File: src/rtl/sram_arbiter.sv
// sram_arbiter: two-master arbiter (m0 icache refill, m1 dbus window) in front
// of a single synchronous SRAM controller port.
// Ports: clk, rst (sync, active-high); mN_address/wrdata/rd/wr/lock in,
// mN_rddata/stall out; s_address/wrdata/rd/wr out, s_rddata/s_busy in.
// Build option: define SRAM_ARB_RR_EN for round-robin tie-break,
// otherwise master 1 wins every tie.
module sram_arbiter #(
  parameter int unsigned MAX_LOCK = 8
) (
  input  logic        clk,
  input  logic        rst,
  input  logic [23:0] m0_address,
  input  logic [31:0] m0_wrdata,
  input  logic        m0_rd,
  input  logic        m0_wr,
  input  logic        m0_lock,
  output logic [31:0] m0_rddata,
  output logic        m0_stall,
  input  logic [23:0] m1_address,
  input  logic [31:0] m1_wrdata,
  input  logic        m1_rd,
  input  logic        m1_wr,
  input  logic        m1_lock,
  output logic [31:0] m1_rddata,
  output logic        m1_stall,
  output logic [23:0] s_address,
  output logic [31:0] s_wrdata,
  output logic        s_rd,
  output logic        s_wr,
  input  logic [31:0] s_rddata,
  input  logic        s_busy
);

  typedef enum logic [2:0] {
    IDLE = 3'b001,
    GNT0 = 3'b010,
    GNT1 = 3'b100
  } state_t;

  localparam logic [7:0] LMAX = 8'(MAX_LOCK);

  state_t     r_state;
  state_t     w_state_nxt;
  state_t     w_oth_gnt;
  logic [7:0] r_lock_cnt;
  logic [7:0] w_lock_cnt_nxt;
  logic [7:0] w_cnt_inc;
  logic       w_at_max;
  logic       w_req0;
  logic       w_req1;
  logic       w_win1;
  logic       w_g0;
  logic       w_g1;
  logic       w_done;
  logic       w_own_req;
  logic       w_own_lock;
  logic       w_oth_req;

  assign w_req0 = m0_rd | m0_wr;
  assign w_req1 = m1_rd | m1_wr;
  assign w_g0   = (r_state == GNT0);
  assign w_g1   = (r_state == GNT1);
  assign w_done = (s_rd | s_wr) & ~s_busy;

  assign m0_rddata = s_rddata;
  assign m1_rddata = s_rddata;

`ifdef SRAM_ARB_RR_EN
  logic r_last;
  logic w_enter;

  // On a tie, grant the master that did not win the previous grant.
  assign w_win1  = w_req1 & (~w_req0 | ~r_last);
  assign w_enter = (w_state_nxt != IDLE) && (w_state_nxt != r_state);

  always_ff @(posedge clk) begin
    if (rst)
      r_last <= 1'b0;
    else if (w_enter)
      r_last <= (w_state_nxt == GNT1);
  end
`else
  assign w_win1 = w_req1;
`endif

  // Saturating increment; reaching LMAX marks the last allowed locked
  // completion before the waiting master is let in.
  assign w_cnt_inc = (r_lock_cnt >= LMAX) ? LMAX : r_lock_cnt + 8'd1;
  assign w_at_max  = (w_cnt_inc == LMAX);

  always_comb begin
    s_address = '0;
    s_wrdata  = '0;
    s_rd      = 1'b0;
    s_wr      = 1'b0;
    m0_stall  = w_req0;
    m1_stall  = w_req1;
    w_own_req  = 1'b0;
    w_own_lock = 1'b0;
    w_oth_req  = 1'b0;
    w_oth_gnt  = IDLE;
    unique case (1'b1)
      w_g0: begin
        s_address  = m0_address;
        s_wrdata   = m0_wrdata;
        s_wr       = m0_wr;
        s_rd       = m0_rd & ~m0_wr;
        m0_stall   = w_req0 & s_busy;
        w_own_req  = w_req0;
        w_own_lock = m0_lock;
        w_oth_req  = w_req1;
        w_oth_gnt  = GNT1;
      end
      w_g1: begin
        s_address  = m1_address;
        s_wrdata   = m1_wrdata;
        s_wr       = m1_wr;
        s_rd       = m1_rd & ~m1_wr;
        m1_stall   = w_req1 & s_busy;
        w_own_req  = w_req1;
        w_own_lock = m1_lock;
        w_oth_req  = w_req0;
        w_oth_gnt  = GNT0;
      end
      default: ;
    endcase
  end

  always_comb begin
    w_state_nxt    = r_state;
    w_lock_cnt_nxt = r_lock_cnt;
    case (r_state)
      IDLE: begin
        w_lock_cnt_nxt = '0;
        if (w_req0 | w_req1)
          w_state_nxt = w_win1 ? GNT1 : GNT0;
      end
      GNT0, GNT1: begin
        if (w_done) begin
          if (w_own_lock && !(w_at_max && w_oth_req)) begin
            w_lock_cnt_nxt = w_cnt_inc;
          end else begin
            w_lock_cnt_nxt = '0;
            w_state_nxt    = w_oth_req ? w_oth_gnt : IDLE;
          end
        end else if (!w_own_req && !w_own_lock) begin
          w_lock_cnt_nxt = '0;
          w_state_nxt    = IDLE;
        end
      end
      default: begin
        w_lock_cnt_nxt = '0;
        w_state_nxt    = IDLE;
      end
    endcase
  end

  always_ff @(posedge clk) begin
    if (rst) begin
      r_state    <= IDLE;
      r_lock_cnt <= '0;
    end else begin
      r_state    <= w_state_nxt;
      r_lock_cnt <= w_lock_cnt_nxt;
    end
  end

endmodule
File: config.mk
export PLATFORM = sky130hd
export DESIGN_NAME = sram_arbiter
export DESIGN_NICKNAME = d
export VERILOG_FILES = /design/src/rtl/sram_arbiter.sv
export SDC_FILE = /design/constraint.sdc
export NUM_CORES = 1
export LEC_CHECK = 0
export BUFFER_PORTS_ARGS = -buffer_cell sky130_fd_sc_hd__buf_4
export CORE_AREA = 2 2 107 109
export DETAILED_ROUTE_END_ITERATION = 12
export DIE_AREA = 0 0 109 111
export PLACE_DENSITY = 0.54
export SYNTH_ARGS = -nofsm -noshare
export SYNTH_HDL_FRONTEND = slang
export SYNTH_SLANG_ARGS = --single-unit
File: constraint.sdc
create_clock -name clk -period 3.2 [get_ports clk]
set_input_delay 0.64 -clock clk [delete_from_list [all_inputs] [get_ports clk]]
set_output_delay 0.64 -clock clk [all_outputs]
set_load 0.1 [all_outputs]
==> results by group <==
Outcome
  • Run status: finished, final reports clean

Global routing
  • Grt met3 use: 0.0265
  • Busiest grt layer: met2
  • GR Overflow Total: 0
  • Pin count of the biggest net entering global routing: 32
  • First-pass GRT wire length: 11100 um
  • Grt met1 use: 0.137
  • Initial antenna violation count: 0
  • Overall global routing resource usage: 0.116
  • Vias in the first global route: 2052
  • GRT met2 Usage: 0.210

Placed design
  • Gpl congestion: 0.958
  • Dpl hpwl: ~6600 um
  • DP Worst Slack: between 0.9 and 1 ns
  • Placement Cell Area: 2770 um^2
  • Buffers on Ports: 180
  • Dpl cells: 465

Worst hold path
  • Hold worst-path end: r_lock_cnt[4]
  • Worst hold start: r_lock_cnt[4]
  • Hold Crit Depth: 1
  • Worst hold path class: reg2reg

Pwr
  • Power Density: about 700 nW/um^2
  • Leakage: 0.00140 uW
  • P_int: 738 uW
  • Comb pwr share: 0.796
  • Clock power share: 0.111
  • Net Sw Frac: 0.635
  • Peak VDD IR: 0.342 mV
  • Seq pwr share: 0.093
  • Net Sw Power: 1290 uW

Clock tree
  • Clk Latency, worst-skew pair: 0.23 ns
  • Clock slew at reported path FFs: roughly 0.040 ns
  • # Post-CTS Setup Buffers: 0
  • Post-CTS Hold Fix Bufs: 0
  • CTS tree: built
  • Clock sink count: 11
  • # resized after CTS: 0
  • Number of buffers created by CTS: 3
  • H-Tree Level Count: 1
  • Root Driver: clkbuf_16
  • Clk buf depth: 2

Timing
  • Final min period: roughly 2.5 ns
  • Setup slack after layout: around 0.70 ns
  • Setup Viol. Count Final: 0
  • Relative slew margins: 0.616
  • Clock Skew: 0.00168 ns
  • Max-slew violations: 0
  • Post-route setup TNS: 0 ns
  • Slew @ Worst Pin: between 0.5 and 0.6 ns
  • Tcrit/Tclk final: 0.781
  • Fmax: ~400 MHz
  • Final Hold Fails: 0
  • RSZ-0062 raised after global routing: no

Cells and area
  • Nets: 482
  • Final Cell Area: approximately 2800 um^2
  • Multi-input logic area: around 1000 um^2
  • Final cell count without fillers: 469
  • Layout cell share with drive strength beyond 1: 0.610
  • Area Overhead vs Synth: 63.3%
  • Antenna Cells: 0
  • Register area: 220 um^2
  • Fillers: 1185

Die
  • Die height: 111 um
  • I/O pin cnt: about 280
  • Initial Utilization: 0.157
  • Die ar.: 12100 um^2
  • Core Region: 11100 um^2
  • Row cnt: 39
  • Die width: 109 um

Worst setup path
  • CP dominant cell by count: buf_4
  • Crit path buf inv count: 2
  • Reg2reg start: r_state[2]
  • R2R depth: 6
  • Critical Setup Path Class: reg2out
  • RR Endpoint: r_state[0]
  • Worst setup path startpoint: r_state[2]
  • Largest delay share family, worst path: buffers and inverters
  • CP cell instances: nor3b_2 -> buf_4 -> a22o_1 -> buf_4
  • Critical Path RT: between 2 and 3 ns
  • Worst EP arrival: between 1.5 and 2 ns
  • R2R Setup Slk: 1.04 ns
  • Worst setup SP type: flip-flop
  • CP max stage delay: 0.47 ns
  • Slowest stage cell, crit path: dfxtp_1
  • CP endpoint kind: output pin
  • CP max FO: 31

Yosys
  • Largest area contributor in the netlist: a22o_1
  • Yosys top cell area share: 0.281
  • Net count after synthesis: 371
  • Seq/Total Area, Yosys: 0.126
  • Syn avg cell area: 8.07 um^2
  • Dominant cell by count in the synthesized netlist: buf_4
  • Yosys warning total: 0
  • Yosys cell types: 37
  • Area contributors post-synth: a22o_1 28%, buf_4 28%, dfxtp_1 13%
  • Post-synth EDFFs: 0
  • Async SR Flop Fraction: 0
  • Synth Cell Area: 1740 um^2
  • Synth Register Bits: 11
  • Synthesized instance count: between 200 and 250
  • Top post-synthesis cells by count: 64 x buf_4, 56 x a22o_1, 11 x clkbuf_1, 11 x dfxtp_1, 10 x nor2_1
  • Ys flop type: dfxtp_1

Detailed routing
  • Pre-antenna DRT Iters: 4
  • # DRC: 0
  • Total Wirelength: 8030 um
  • Post-DRT Antenna Nets: 0
  • Starting DRC count in detailed routing: 126
  • Vias per Instance: 4.43
  • DR WL/cell: 17.1 um
  • Via count: approximately 2100

Job
  • Max Cap Viol: 0
[worst max path at each step]
stage	to	slack, ns	cells past startpoint
after floorplan	m1_stall	0.09	5
after global placement	s_address[19]	0.99	4
after detailed placement	s_address[21]	0.97	4
after CTS	s_address[21]	0.71	4
after global routing	s_address[7]	0.57	4
final	s_address[7]	0.70	4
[per-stage QoR]
stage | hold WS [ns] | total power [uW] | utilization
3_3_place_gp | 0.464 | 1800 | 0.250
6_report | 0.478 | 2020 | 0.257
4_1_cts | 0.482 | 2040 | 0.257
3_5_place_dp | 0.473 | 1800 | 0.250
5_1_grt | 0.491 | 2090 | 0.257
2_1_floorplan | 0.444 | 1790 | -
[sequential cells by signal (all words and copies together), names as in the netlist]
register,flops
r_lock_cnt,8
r_state,3
[power groups by stage]
| stage | Combinational [uW] | Clock (uW) | Sequential [uW] |
|---|---|---|---|
| after floorplan | 1630 | 0 | 168 |
| after global placement | 1610 | 0 | 187 |
| after detailed placement | 1610 | 0 | 191 |
| after CTS | 1620 | 229 | 189 |
| after global routing | 1660 | 240 | 192 |
| final | 1610 | 224 | 189 |
[metal layers]
layer	wire [um]	vias to the layer above
met5	0	-
met4	126	0
met3	759	12
met2	3950	115
met1	3190	985
li1	-	964
[worst reg2reg max path: cells and delay by family, from the launching register on]
kind | cells | cell delay, ns
AO/OA/AOI/OAI | 2 | 0.42
AND/OR/NAND/NOR | 3 | 0.83
flip-flops | 1 | 0.47
multiplexers | 1 | 0.35
[area by class of cell]
cell class	instances	share of cell area
clock buffer	4	0.0277
multi-input combinational	122	0.341
tap	143	0.0628
inverter	5	0.00659
sequential	11	0.0773
timing repair buffer	184	0.485
[cells in the final DEF, fill, tap and decap left out, drive strengths merged, types with 2 or more instances in the layout]
cell type	instances
o31ai	2
o22ai	2
a31oi	2
nor3	3
nand3b	6
o21a	2
or3	2
inv	5
clkbuf	4
o21ai	2
and3	5
nor3b	4
buf	184
nor2	10
or3b	2
ha	2
a22o	56
nand2b	2
dfxtp	11
a21oi	8
[cells by family after synthesis]
family          Yosys count  share of synthesized area
buf+inv                  83                      0.325
compound gates           80                      0.387
simple gates             39                      0.139
flops                    11                      0.126
fa+ha+maj                 2                     0.0143
mux                       1                    0.00861
Note: power is estimated with default switching activity, not from simulation.
